$ cat src/rtl/linear_weight_loader_pkg.sv
// Shared definitions for the linear-weight SRAM loader and its reader side:
// FSM state encoding, default geometry and the byte-lane positions inside a word.
package linear_weight_pkg;

    typedef enum logic [2:0] {
        ST_IDLE    = 3'd0,
        ST_LOAD_HI = 3'd1,
        ST_LOAD_LO = 3'd2,
        ST_WRITE   = 3'd3,
        ST_DONE    = 3'd4
    } lw_state_t;

    localparam int LW_NUM_WORDS = 64;
    localparam int LW_ADDR_W    = 9;

    // weight0 sits in the upper lane, weight1 in the lower lane
    localparam int LANE_HI_MSB = 15;
    localparam int LANE_HI_LSB = 8;
    localparam int LANE_LO_MSB = 7;
    localparam int LANE_LO_LSB = 0;

endpackage

$ cat src/rtl/linear_weight_loader_if.sv
// Byte-stream input, control/status and SRAM write port of the weight loader.
// slave = loader side, master = the controller / stream source side.
interface linear_weight_loader_if
    import linear_weight_pkg::*;
#(
    parameter int ADDR_W = LW_ADDR_W
);
    logic              start;
    logic              in_valid;
    logic              in_ready;
    logic [7:0]        in_data;
    logic              in_last;
    logic [ADDR_W-1:0] sram_adr;
    logic [15:0]       sram_d;
    logic              sram_we;
    logic              sram_me;
    logic              busy;
    logic              done;
    logic              err;
    logic [ADDR_W:0]   words_written;

    modport slave (
        input  start, in_valid, in_data, in_last,
        output in_ready, sram_adr, sram_d, sram_we, sram_me,
               busy, done, err, words_written
    );

    modport master (
        output start, in_valid, in_data, in_last,
        input  in_ready, sram_adr, sram_d, sram_we, sram_me,
               busy, done, err, words_written
    );

endinterface

$ cat src/rtl/linear_weight_loader.sv
// Packs a stream of signed 8-bit weights into 16-bit SRAM words (first byte high)
// and writes them from address 0, flagging odd length or overrun in err.
module linear_weight_loader
    import linear_weight_pkg::*;
#(
    parameter int NUM_WORDS = LW_NUM_WORDS,
    parameter int ADDR_W    = LW_ADDR_W
) (
    input  logic                  clk,
    input  logic                  rst_b,
    linear_weight_loader_if.slave bus
);

    localparam logic [ADDR_W:0] LP_LAST_IDX = (ADDR_W+1)'(NUM_WORDS - 1);

    lw_state_t         r_state;
    logic              r_in_ready;
    logic              r_we;
    logic              r_me;
    logic              r_busy;
    logic              r_done;
    logic              r_err;
    logic              r_last_seen;
    logic [ADDR_W-1:0] r_adr;
    logic [15:0]       r_d;
    logic [ADDR_W:0]   r_words;

    logic w_accept;
    logic w_final_word;

    assign w_accept     = bus.in_valid && r_in_ready;
    assign w_final_word = (r_words == LP_LAST_IDX);

    always_ff @(posedge clk or negedge rst_b) begin
        if (!rst_b) begin
            r_state     <= ST_IDLE;
            r_in_ready  <= 1'b0;
            r_we        <= 1'b0;
            r_me        <= 1'b0;
            r_busy      <= 1'b0;
            r_done      <= 1'b0;
            r_err       <= 1'b0;
            r_last_seen <= 1'b0;
            r_adr       <= '0;
            r_d         <= '0;
            r_words     <= '0;
        end else begin
            case (r_state)
                ST_IDLE, ST_DONE: begin
                    if (bus.start) begin
                        r_state     <= ST_LOAD_HI;
                        r_in_ready  <= 1'b1;
                        r_busy      <= 1'b1;
                        r_done      <= 1'b0;
                        r_err       <= 1'b0;
                        r_last_seen <= 1'b0;
                        r_adr       <= '0;
                        r_words     <= '0;
                    end
                end

                ST_LOAD_HI: begin
                    if (w_accept) begin
                        r_d[LANE_HI_MSB:LANE_HI_LSB] <= bus.in_data;
                        if (bus.in_last) begin
                            // odd-length stream: pad the missing weight1 and commit now
                            r_d[LANE_LO_MSB:LANE_LO_LSB] <= 8'h00;
                            r_err       <= 1'b1;
                            r_last_seen <= 1'b1;
                            r_state     <= ST_WRITE;
                            r_in_ready  <= 1'b0;
                            r_we        <= 1'b1;
                            r_me        <= 1'b1;
                        end else begin
                            r_state <= ST_LOAD_LO;
                        end
                    end
                end

                ST_LOAD_LO: begin
                    if (w_accept) begin
                        r_d[LANE_LO_MSB:LANE_LO_LSB] <= bus.in_data;
                        r_last_seen <= bus.in_last;
                        if (bus.in_last && !w_final_word) begin
                            r_err <= 1'b1;
                        end
                        r_state    <= ST_WRITE;
                        r_in_ready <= 1'b0;
                        r_we       <= 1'b1;
                        r_me       <= 1'b1;
                    end
                end

                ST_WRITE: begin
                    r_we    <= 1'b0;
                    r_me    <= 1'b0;
                    r_adr   <= r_adr + ADDR_W'(1);
                    r_words <= r_words + (ADDR_W+1)'(1);
                    if (r_last_seen || w_final_word) begin
                        // SRAM full while the stream still had bytes to give
                        if (!r_last_seen) begin
                            r_err <= 1'b1;
                        end
                        r_state <= ST_DONE;
                        r_busy  <= 1'b0;
                        r_done  <= 1'b1;
                    end else begin
                        r_state    <= ST_LOAD_HI;
                        r_in_ready <= 1'b1;
                    end
                end

                default: begin
                    r_state    <= ST_IDLE;
                    r_in_ready <= 1'b0;
                    r_we       <= 1'b0;
                    r_me       <= 1'b0;
                    r_busy     <= 1'b0;
                    r_done     <= 1'b0;
                end
            endcase
        end
    end

    assign bus.in_ready      = r_in_ready;
    assign bus.sram_adr      = r_adr;
    assign bus.sram_d        = r_d;
    assign bus.sram_we       = r_we;
    assign bus.sram_me       = r_me;
    assign bus.busy          = r_busy;
    assign bus.done          = r_done;
    assign bus.err           = r_err;
    assign bus.words_written = r_words;

endmodule

$ cat src/flat_wrapper.sv
// flat-port wrapper written by rule: the top's interface ports become plain ports
module linear_weight_loader_flat import linear_weight_pkg::*;
#(
    parameter int NUM_WORDS = LW_NUM_WORDS,
    parameter int ADDR_W    = LW_ADDR_W
)
  (clk, rst_b, bus_start, bus_in_valid, bus_in_data, bus_in_last, bus_in_ready, bus_sram_adr, bus_sram_d, bus_sram_we, bus_sram_me, bus_busy, bus_done, bus_err, bus_words_written);
  linear_weight_loader_if #(.ADDR_W(ADDR_W)) bus_i ();
  input  logic clk;
  input  logic rst_b;
  input wire logic [$bits(bus_i.start)-1:0] bus_start;
  input wire logic [$bits(bus_i.in_valid)-1:0] bus_in_valid;
  input wire logic [$bits(bus_i.in_data)-1:0] bus_in_data;
  input wire logic [$bits(bus_i.in_last)-1:0] bus_in_last;
  output wire logic [$bits(bus_i.in_ready)-1:0] bus_in_ready;
  output wire logic [$bits(bus_i.sram_adr)-1:0] bus_sram_adr;
  output wire logic [$bits(bus_i.sram_d)-1:0] bus_sram_d;
  output wire logic [$bits(bus_i.sram_we)-1:0] bus_sram_we;
  output wire logic [$bits(bus_i.sram_me)-1:0] bus_sram_me;
  output wire logic [$bits(bus_i.busy)-1:0] bus_busy;
  output wire logic [$bits(bus_i.done)-1:0] bus_done;
  output wire logic [$bits(bus_i.err)-1:0] bus_err;
  output wire logic [$bits(bus_i.words_written)-1:0] bus_words_written;
  assign bus_i.start = bus_start;
  assign bus_i.in_valid = bus_in_valid;
  assign bus_i.in_data = bus_in_data;
  assign bus_i.in_last = bus_in_last;
  assign bus_in_ready = bus_i.in_ready;
  assign bus_sram_adr = bus_i.sram_adr;
  assign bus_sram_d = bus_i.sram_d;
  assign bus_sram_we = bus_i.sram_we;
  assign bus_sram_me = bus_i.sram_me;
  assign bus_busy = bus_i.busy;
  assign bus_done = bus_i.done;
  assign bus_err = bus_i.err;
  assign bus_words_written = bus_i.words_written;
  linear_weight_loader #(.NUM_WORDS(NUM_WORDS), .ADDR_W(ADDR_W)) u_core (.clk(clk), .rst_b(rst_b), .bus(bus_i));
endmodule
$ cat config.mk
export PLATFORM = sky130hd
export DESIGN_NAME = linear_weight_loader_flat
export DESIGN_NICKNAME = d
export VERILOG_FILES = /design/src/rtl/linear_weight_loader_pkg.sv /design/src/rtl/linear_weight_loader_if.sv /design/src/rtl/linear_weight_loader.sv /design/src/flat_wrapper.sv
export SDC_FILE = /design/constraint.sdc
export NUM_CORES = 1
export LEC_CHECK = 0
export CAP_MARGIN = 40
export CORE_ASPECT_RATIO = 1.4
export CORE_MARGIN = 5
export CORE_UTILIZATION = 35
export CTS_CLUSTER_DIAMETER = 150
export DETAILED_ROUTE_END_ITERATION = 8
export GPL_ROUTABILITY_DRIVEN = 0
export PLACE_DENSITY = 0.71
export SLEW_MARGIN = 15
export SYNTH_ARGS = -nofsm -noshare
export SYNTH_HDL_FRONTEND = slang
export SYNTH_SLANG_ARGS = --single-unit
$ cat constraint.sdc
create_clock -name clk -period 1.9 [get_ports clk]
set_input_delay 0.475 -clock clk [delete_from_list [all_inputs] [get_ports clk]]
set_output_delay 0.475 -clock clk [all_outputs]
set_load 0.02 [all_outputs]
After elaboration in Yosys (flattened, before gate mapping):

Cells that the tools add are included.
W data, S select, Z words.

* flip-flop bits (word level): 44
* input bits: 13
* output and inout bits: 41
* logic and storage cells: 84

* add/sub/neg operators: 2
* equality and inequality tests: 13
* muxes and demuxes: 36
* bitwise logic cells: 2
* reduce and logical (&&, ||, !) cells: 20

Operator list (number)
* $mux W8: 3
* $pmux W10 S2: 1
* $pmux W9 S2: 1
* $mux W1: 17
* $pmux W8 S2: 1
* $mux W3: 4
* $pmux W1 S3: 4
* $pmux W3 S4: 1
* $add A10 B1 Y10 const B: 1
* $eq A10 B6 Y1 const B: 1
* $mux W10: 1
* $reduce_and A5 Y1: 2
* $add A9 B1 Y9 const B: 1
* $mux W9: 1
* $ne A2 B1 Y1 const B: 4
* $ne A2 B2 Y1 const B: 4
* $pmux W1 S4: 2
* $reduce_and A4 Y1: 2
* $reduce_and A8 Y1: 1
* $eq A3 B2 Y1 const B: 2
* $reduce_and A3 Y1: 2
* $reduce_and A2 Y1: 2
* $reduce_bool A2 Y1: 2
* $reduce_bool A4 Y1: 1
* 9 further kinds: 12

Depth between registers and ports, before layout:

Gate-level depths: netlist of run 1.

* depth after elaboration: 6
* gate-level depth with buffers: 6
* mapped depth without buffers: 5

Least setup slack after synthesis of run 1:

No wires, ideal clock.

* kind: reg2reg
* start: reg u_core.r_words[0], in the netlist u_core.bus.words_written[0]
* end: reg u_core.r_err, in the netlist u_core.bus.err
* library setup time: 0.122 ns
* arrival: 1.493 ns
* slack: 0.286 ns
* stages on the path, launching flop included: 6
* period minus slack after synthesis: 1.614 ns
* cells stage by stage: dfrtp_1 -> ha_1 -> and3_1 -> nand4_1 -> a31o_2 -> a32o_1

* word-level cells in the longest chain between the ends: 5
* elaborated cells between the ends (all ways): 7
* those cells by class: eq/ne (3); reduce/logical (4)

Ends and longest elaborated chain
* start, declared: RTL line linear_weight_loader.sv:26 `logic [ADDR_W:0] r_words;`
* start signal, assigned: RTL line linear_weight_loader.sv:98 `r_words <= r_words + (ADDR_W+1)'(1);`
* $eq A10 B6 Y1 *: RTL line linear_weight_loader.sv:32 `assign w_final_word = (r_words == LP_LAST_IDX);`
* $logic_not A1 Y1: RTL line linear_weight_loader.sv:84 `if (bus.in_last && !w_final_word) begin`
* $logic_and A1 B1 Y1: RTL line linear_weight_loader.sv:84
* $ne A2 B1 Y1 (no line)
* $reduce_and A8 Y1 (no line) *
* end signal, assigned: RTL line linear_weight_loader.sv:68 `r_err <= 1'b1;`
* end signal, assigned: RTL line linear_weight_loader.sv:85 `r_err <= 1'b1;`
* end signal, assigned: RTL line linear_weight_loader.sv:102 `r_err <= 1'b1;`
* end, declared: RTL line linear_weight_loader.sv:22 `logic r_err;`

Mark *: on every way between the ends. The rest lies on a longest branch, timed or not.
A chain may end at the register's enable or synchronous reset.

Final worst setup path of run 1:

* start: reg u_core.r_adr[4], in the netlist u_core.bus.sram_adr[4]
* end: out bus_sram_adr[4]

RTL lines
* start, declared: RTL line linear_weight_loader.sv:24 `logic [ADDR_W-1:0] r_adr;`
* start signal, assigned: RTL line linear_weight_loader.sv:97 `r_adr <= r_adr + ADDR_W'(1);`
* end, declared: RTL line flat_wrapper.sv:16 `output wire logic [$bits(bus_i.sram_adr)-1:0] bus_sram_adr;`

No word-level cell between the ends.

==> summary.md, run 1 <==
| Metric | Value |
|---|---|
| Rows | 33 |
| Run status | finished, final reports clean |
| Fmax achieved | 0.545 GHz |
| CTS sink cnt | 44 |
| Asr flop ratio synth | 100% |
| Post-CTS Setup Repair Bufs | 0 |
| Worst Path Max Fanout | 6 |
| Via density per instance | 5.35 |
| Most common cell in the netlist | dfrtp_1 |
| Post-layout min period | 1830 ps |
| WL/cell | 14.8 microns |
| Chip Width | 75.3 microns |
| Antenna violations before repair | 0 |
| PortBufs | 53 |
| Hold Fails Final Rpt | 0 |
| CP top delay family | buffers and inverters |
| Max-slew violation count | 0 |
| Slowest stage delay, CP | 630 ps |
| Crit path buf inv count | 1 |
| Dpl cell area | 0.00277 sq mm |
| #FFs+latches synth | 44 |
| Final ANT Viol Nets | 0 |
| Total global-route track usage | 13.7% |
| Ports | 54 |
| Post-synth EDFFs | 0 |
| Bufs on Longest Clock Path | 2 |
| DRC | 0 |
| Worst-Margin Slew | 548 ps |
| Final Util | 49.5% |
| Pwr dens | 1340 mW/mm^2 |
| Max Cap Viol | 0 |
| First-pass GRT wire length | 8200 microns |
| Worst setup EP type | output port |
| Grt ovf | 0 |
| Root Buffer | clkbuf_8 |
| Final setup vio count | 0 |
| Critical-path top delay cell | clkdlybuf4s50_1 |
| Power, Total | 3870 uW |
| Static leakage | 0.00132 uW |
| Num CTS Buffers | 5 |
| Setup TNS | 0 ps |
| Die H | 101 microns |
| Core area | 0.00582 sq mm |
| P&R area growth vs syn | 37.9% |
| DP HPWL | 3650 microns |
| Layout cell share with drive strength beyond 1 | 15.3% |
| Post-synth net total | 211 |
| Largest net degree at the start of global routing | 26 |
| Area leader, netlist | dfrtp_1 |
| Clock transition at path regs | 80 ps |
| Design area | 0.00288 sq mm |
| Commonest cells post-synth | 44 x dfrtp_1, 21 x nand2_1, 16 x o21ai_0 |
| Register area share after synthesis | 52.6% |
| Vias in the first global route | 1744 |
| Total Routed Length | 4910 microns |
| Syn avg cell area | 10.7 sq um |
| Via count | 1772 |
| Rel. slew slack | 63.5% |
| Synth Flop Type | dfrtp_1 |
| Mapped cell area | 0.00209 sq mm |
| RSZ-0062 raised after global routing | false |
| First-pass iteration count of the detailed router | 4 |
| Final Skew | 7.28 ps |
| Tcrit/Tclk final | 96.6% |
| Worst Setup Path Type | reg2out |
| Full die area | 0.00765 sq mm |
| Crit path launch type | register |
| Worst Path Required | 1420 ps |
| CTS tree | built |
| Post-synth cell types | 44 |
| Peak supply drop | 0.390 mV |
| Yosys warns | 0 |
| Cells after synthesis | 196 |
| ANT cells | 0 |
| Worst skew pair latency | 290 ps |
| Min-delay worst type | in2async |
| Layout Nets | 275 |
| Initial Utilization | 35.9% |
| Worst EP arrival | 1360 ps |
| Top cell type's share of synthesized area | 52.6% |
| Crit path cell chain | clkdlybuf4s50_1 |
| Starting DRT DRC Count | 147 |
| H-tree levels | 2 |
| Area contributors post-synth | dfrtp_1 53%, a22o_1 4.6%, mux2i_1 4.3% |
==> logic make-up (layout without fill, tap and decap cells) <==
family | Yosys count | in the layout | share of synthesized area (%)
flops | 44 | 44 | 52.6
fa+ha+maj | 2 | 2 | 1.20
mux | 17 | 17 | 8.61
compound gates | 53 | 53 | 17.2
buf+inv | 13 | 78 | 3.29
simple gates | 67 | 67 | 17.1
==> state kept, by name, indices dropped and copies added (netlist names) <==
name	cells
u_core.bus.busy	1
u_core.bus.done	1
u_core.bus.err	1
u_core.bus.in_ready	1
u_core.bus.sram_adr	9
u_core.bus.sram_d	16
u_core.bus.sram_we	1
u_core.bus.words_written	10
u_core.r_last_seen	1
u_core.r_state	3
==> layer usage <==
layer  track usage [%]  up-vias  routed length [microns]
met3              3.77        4                      368
met4              4.85        0                       64
met1              16.1      866                     1980
li1                  -      855                        -
met5                 0        -                        0
met2              23.4       47                     2490
==> final timing paths <==
check | startpoint | to | slack, ps | cells after the start
max | u_core.bus.sram_adr[4]$_DFFE_PN0P_ | bus_sram_adr[4] | 70 | 1
min | rst_b | u_core.r_state[1]$_DFFE_PN0P_ | 160 | 1
max reg2reg | u_core.bus.words_written[7]$_DFFE_PN0P_ | u_core.bus.err$_DFFE_PN0P_ | 140 | 4
min reg2reg | u_core.bus.sram_adr[8]$_DFFE_PN0P_ | u_core.bus.sram_adr[8]$_DFFE_PN0P_ | 490 | 1
max in group asynchronous | rst_b | u_core.bus.sram_adr[6]$_DFFE_PN0P_ | 1180 | 2
min in group clk | u_core.bus.sram_adr[8]$_DFFE_PN0P_ | u_core.bus.sram_adr[8]$_DFFE_PN0P_ | 490 | 1
==> placed cells by master (no fill, tap or decap), drive strengths merged, types with 7 or more instances in the layout <==
master         instances
a21oi                  7
buf                   17
nand2                 21
nand3                 15
o21ai                 16
mux2                   8
clkdlybuf4s50         48
mux2i                  9
dfrtp                 44
a22o                  11
nor2                   8
==> through the flow <==
| stage | hold WS [ps] | worst slack, ps | instances |
|---|---|---|---|
| floorplan | 179 | 286 | 196 |
| global placement | 468 | -95.8 | 323 |
| detailed placement | 485 | -119 | 323 |
| CTS | 182 | 20.6 | 331 |
| global route | 196 | 1.69 | 331 |
| finish | 159 | 65.4 | 331 |
==> layout make-up <==
type	instances	area, sq um
Clock buffer	6	82.6
Fill cell	537	2940
Timing Repair Buffer	69	664
Sequential cell	44	1100
Clock inverter	2	10.0
Inverter	1	3.75
Tap cell	70	87.6
Multi-Input combinational cell	139	933
==> power breakdown <==
| part | internal, uW | switching [uW] |
|---|---|---|
| combinational | 948 | 898 |
| sequential | 1200 | 222 |
| clock | 290 | 307 |
==> what timing repair did <==
item                                    in CTS  in global routing
hold buffers                                 0                  0
pin swaps                                    0                  0
endpoints found under the setup margin       1                 26
resized for setup                            1                  6
(Power assumes the default switching activity.)
==> inputs of run 2 (changes only) <==
--- a/config.mk
+++ b/config.mk
@@ -10,4 +10,5 @@
 export CORE_MARGIN = 5
 export CORE_UTILIZATION = 35
+export CTS_BUF_LIST = sky130_fd_sc_hd__clkbuf_4
 export CTS_CLUSTER_DIAMETER = 150
 export DETAILED_ROUTE_END_ITERATION = 8
==> constraint.sdc (replaced) <==
create_clock -name clk -period 1.9 [get_ports clk]
set_input_delay 0.475 -clock clk [delete_from_list [all_inputs] [get_ports clk]]
set_output_delay 0.475 -clock clk [all_outputs]
set_load 0.1 [all_outputs]
==> run 2 against run 1 <==
- critical path depth rose by 3
- register-to-register slack better by 80 ps
- clock power up 2%
- first-iteration DRC count down 22%
- die area stayed put
- non-clock buffer count increased by 2
- maximum frequency increased by 9.3%
- via count grew 2.5%
- combinational power rose by 100%
- clock skew decreased by 0.75 ps
- count of clock-buffer cells in the layout down 1
- critical path type is now reg2reg
- critical endpoint is now u_core.bus.err$_DFFE_PN0P_
- highest routed layer unchanged
==> summary.md, run 2 (synthesis results as in run 1) <==
| Metric | Value |
|---|---|
| Post-CTS Setup Repair Bufs | 0 (unchanged) |
| Rows | 33 (unchanged) |
| R2R depth | 4 (unchanged) |
| Largest net degree at the start of global routing | 25 (-3.8%) |
| PortBufs | 53 (unchanged) |
| DP HPWL | 3940 microns (+7.9%) |
| Pwr dens | 1800 mW/mm^2 (+34%) |
| Grt ovf | 0 (unchanged) |
| Worst-Margin Slew | 519 ps (-28.6 ps) |
| Largest register FFs | 16 (unchanged) |
| Clock transition at path regs | 140 ps (+60 ps) |
| CTS tree | built |
| Crit path launch type | register |
| Commonest non-fill, non-tap cells in the layout | 43 x buf_12, 36 x dfrtp_1, 21 x nand2_1, 16 x o21ai_0, 16 x buf_4 |
| Reg-to-Reg Start | u_core.bus.words_written[7]$_DFFE_PN0P_ |
| CP Capture Point | u_core.bus.err$_DFFE_PN0P_ |
| Final Util | 56.8% (+7.3 points) |
| DRC | 0 (unchanged) |
| Total global-route track usage | 14.4% (+0.78 points) |
| Final ANT Viol Nets | 0 (unchanged) |
| Chip Width | 75.3 microns (unchanged) |
| Antenna violations before repair | 0 (unchanged) |
| Via count | 1817 (+2.5%) |
| Min-delay worst type | in2async |
| Multi-input logic area | 926 sq um (-0.80%) |
| R2r setup slk | 220 ps (+80 ps) |
| Initial Utilization | 35.9% (unchanged) |
| Root Buffer | clkbuf_4 |
| Fillers | 474 (-12%) |
| Ports | 54 (unchanged) |
| Worst reg2reg endpoint | u_core.bus.err$_DFFE_PN0P_ |
| Power, Total | 5960 uW (+54%) |
| Max-slew violation count | 0 (unchanged) |
| Worst skew pair latency | 370 ps (+80 ps) |
| Worst setup EP type | register |
| Post-layout min period | 1680 ps (-156 ps) |
| Bufs on Longest Clock Path | 2 (unchanged) |
| Die H | 101 microns (unchanged) |
| RSZ-0062 raised after global routing | false |
| Layout cell share with drive strength beyond 1 | 33.8% (+19 points) |
| First-pass GRT wire length | 8650 microns (+5.5%) |
| Most common cell after layout, fill and taps aside | buf_12 |
| Final setup vio count | 0 (unchanged) |
| Run status | finished, final reports clean |
| Reg area | 0.00111 sq mm (+0.79%) |
| Worst Path Required | 2170 ps (+750 ps) |
| Total Routed Length | 5110 microns (+4.1%) |
| P&R area growth vs syn | 58.1% |
| Rel. slew slack | 65.4% (+1.9 points) |
| Setup TNS | 0 ps (unchanged) |
| Final Skew | 6.53 ps (-0.751 ps) |
| Vias in the first global route | 1844 (+5.7%) |
| H-tree levels | 2 (unchanged) |
| ANT cells | 0 (unchanged) |
| Starting DRT DRC Count | 115 (-22%) |
| Tcrit/Tclk final | 88.4% (-8.2 points) |
| Peak supply drop | 0.665 mV (+71%) |
| Fmax achieved | 0.596 GHz (+9.3%) |
| Hold Fails Final Rpt | 0 (unchanged) |
| Layout Nets | 277 (+0.73%) |
| CTS sink cnt | 44 (unchanged) |
| Num CTS Buffers | 5 (unchanged) |
| Max Cap Viol | 0 (unchanged) |
| Static leakage | 0.00148 uW (+12%) |
| Worst EP arrival | 1950 ps (+590 ps) |
| Crit path launch | u_core.bus.words_written[7]$_DFFE_PN0P_ |
| First-pass iteration count of the detailed router | 4 (unchanged) |
| Worst Path Max Fanout | 6 (unchanged) |
| Via density per instance | 5.46 (+1.9%) |
| Core area | 0.00582 sq mm (unchanged) |
| Worst Setup Path Type | reg2reg |
| WL/cell | 15.3 microns (+3.5%) |
| Full die area | 0.00765 sq mm (unchanged) |
run 2: repair_timing:
| item | 4_1_cts | 5_1_grt |
|---|---|---|
| hold buffers | 0 | 0 |
| endpoints found under the setup margin | 0 | 2 |
| resized for setup | 0 | 1 |
| endpoints found under the hold margin | 0 | 0 |
run 2: layer usage:
metal | share of wire [%] | vias up | global-route usage [%]
li1 | - | 858 | -
met2 | 52 | 55 | 24.4
met1 | 42 | 895 | 17.9
met5 | 0 | - | 0
met4 | 1.1 | 0 | 4.04
met3 | 5.8 | 9 | 3.87
run 2: worst min-delay path by stage:
stage,from,end,slack [ps]
floorplan,rst_b,u_core.bus.busy$_DFFE_PN0P_,180
global placement,rst_b,u_core.bus.busy$_DFFE_PN0P_,470
detailed placement,rst_b,u_core.bus.busy$_DFFE_PN0P_,480
CTS,rst_b,u_core.bus.busy$_DFFE_PN0P_,70
global route,rst_b,u_core.bus.busy$_DFFE_PN0P_,80
finish,rst_b,u_core.bus.busy$_DFFE_PN0P_,60
run 2: critical path, stage by stage, from the launching register on:
cell and delay [ps]:
dfrtp_2 480, nor4_1 410, nand4_1 190, a31o_2 260, a32o_1 240
run 2: power by group:
part           switching (uW)  internal [uW]
sequential                349           1200
clock                     330            281
combinational            2330           1460
total                    3010           2940
run 2: cell type report:
type,instances,share of cell area [%]
clock inverter,3,1.40
tap,70,2.65
sequential,44,33.6
clock buffer,5,1.13
inverter,1,0.113
timing repair buffer,71,33.1
multi-input combinational,139,28.0
run 2: through the flow:
stage                     cells  setup WS, ps  hold slack [ps]  instance area [sq um]
after floorplan             196         -38.5              179                   2100
after global placement      325         -71.2              474                   3220
after detailed placement    325          -105              481                   3220
after CTS                   333           130             70.3                   3300
after global routing        333          97.8             79.5                   3310
final                       333           221             56.1                   3310
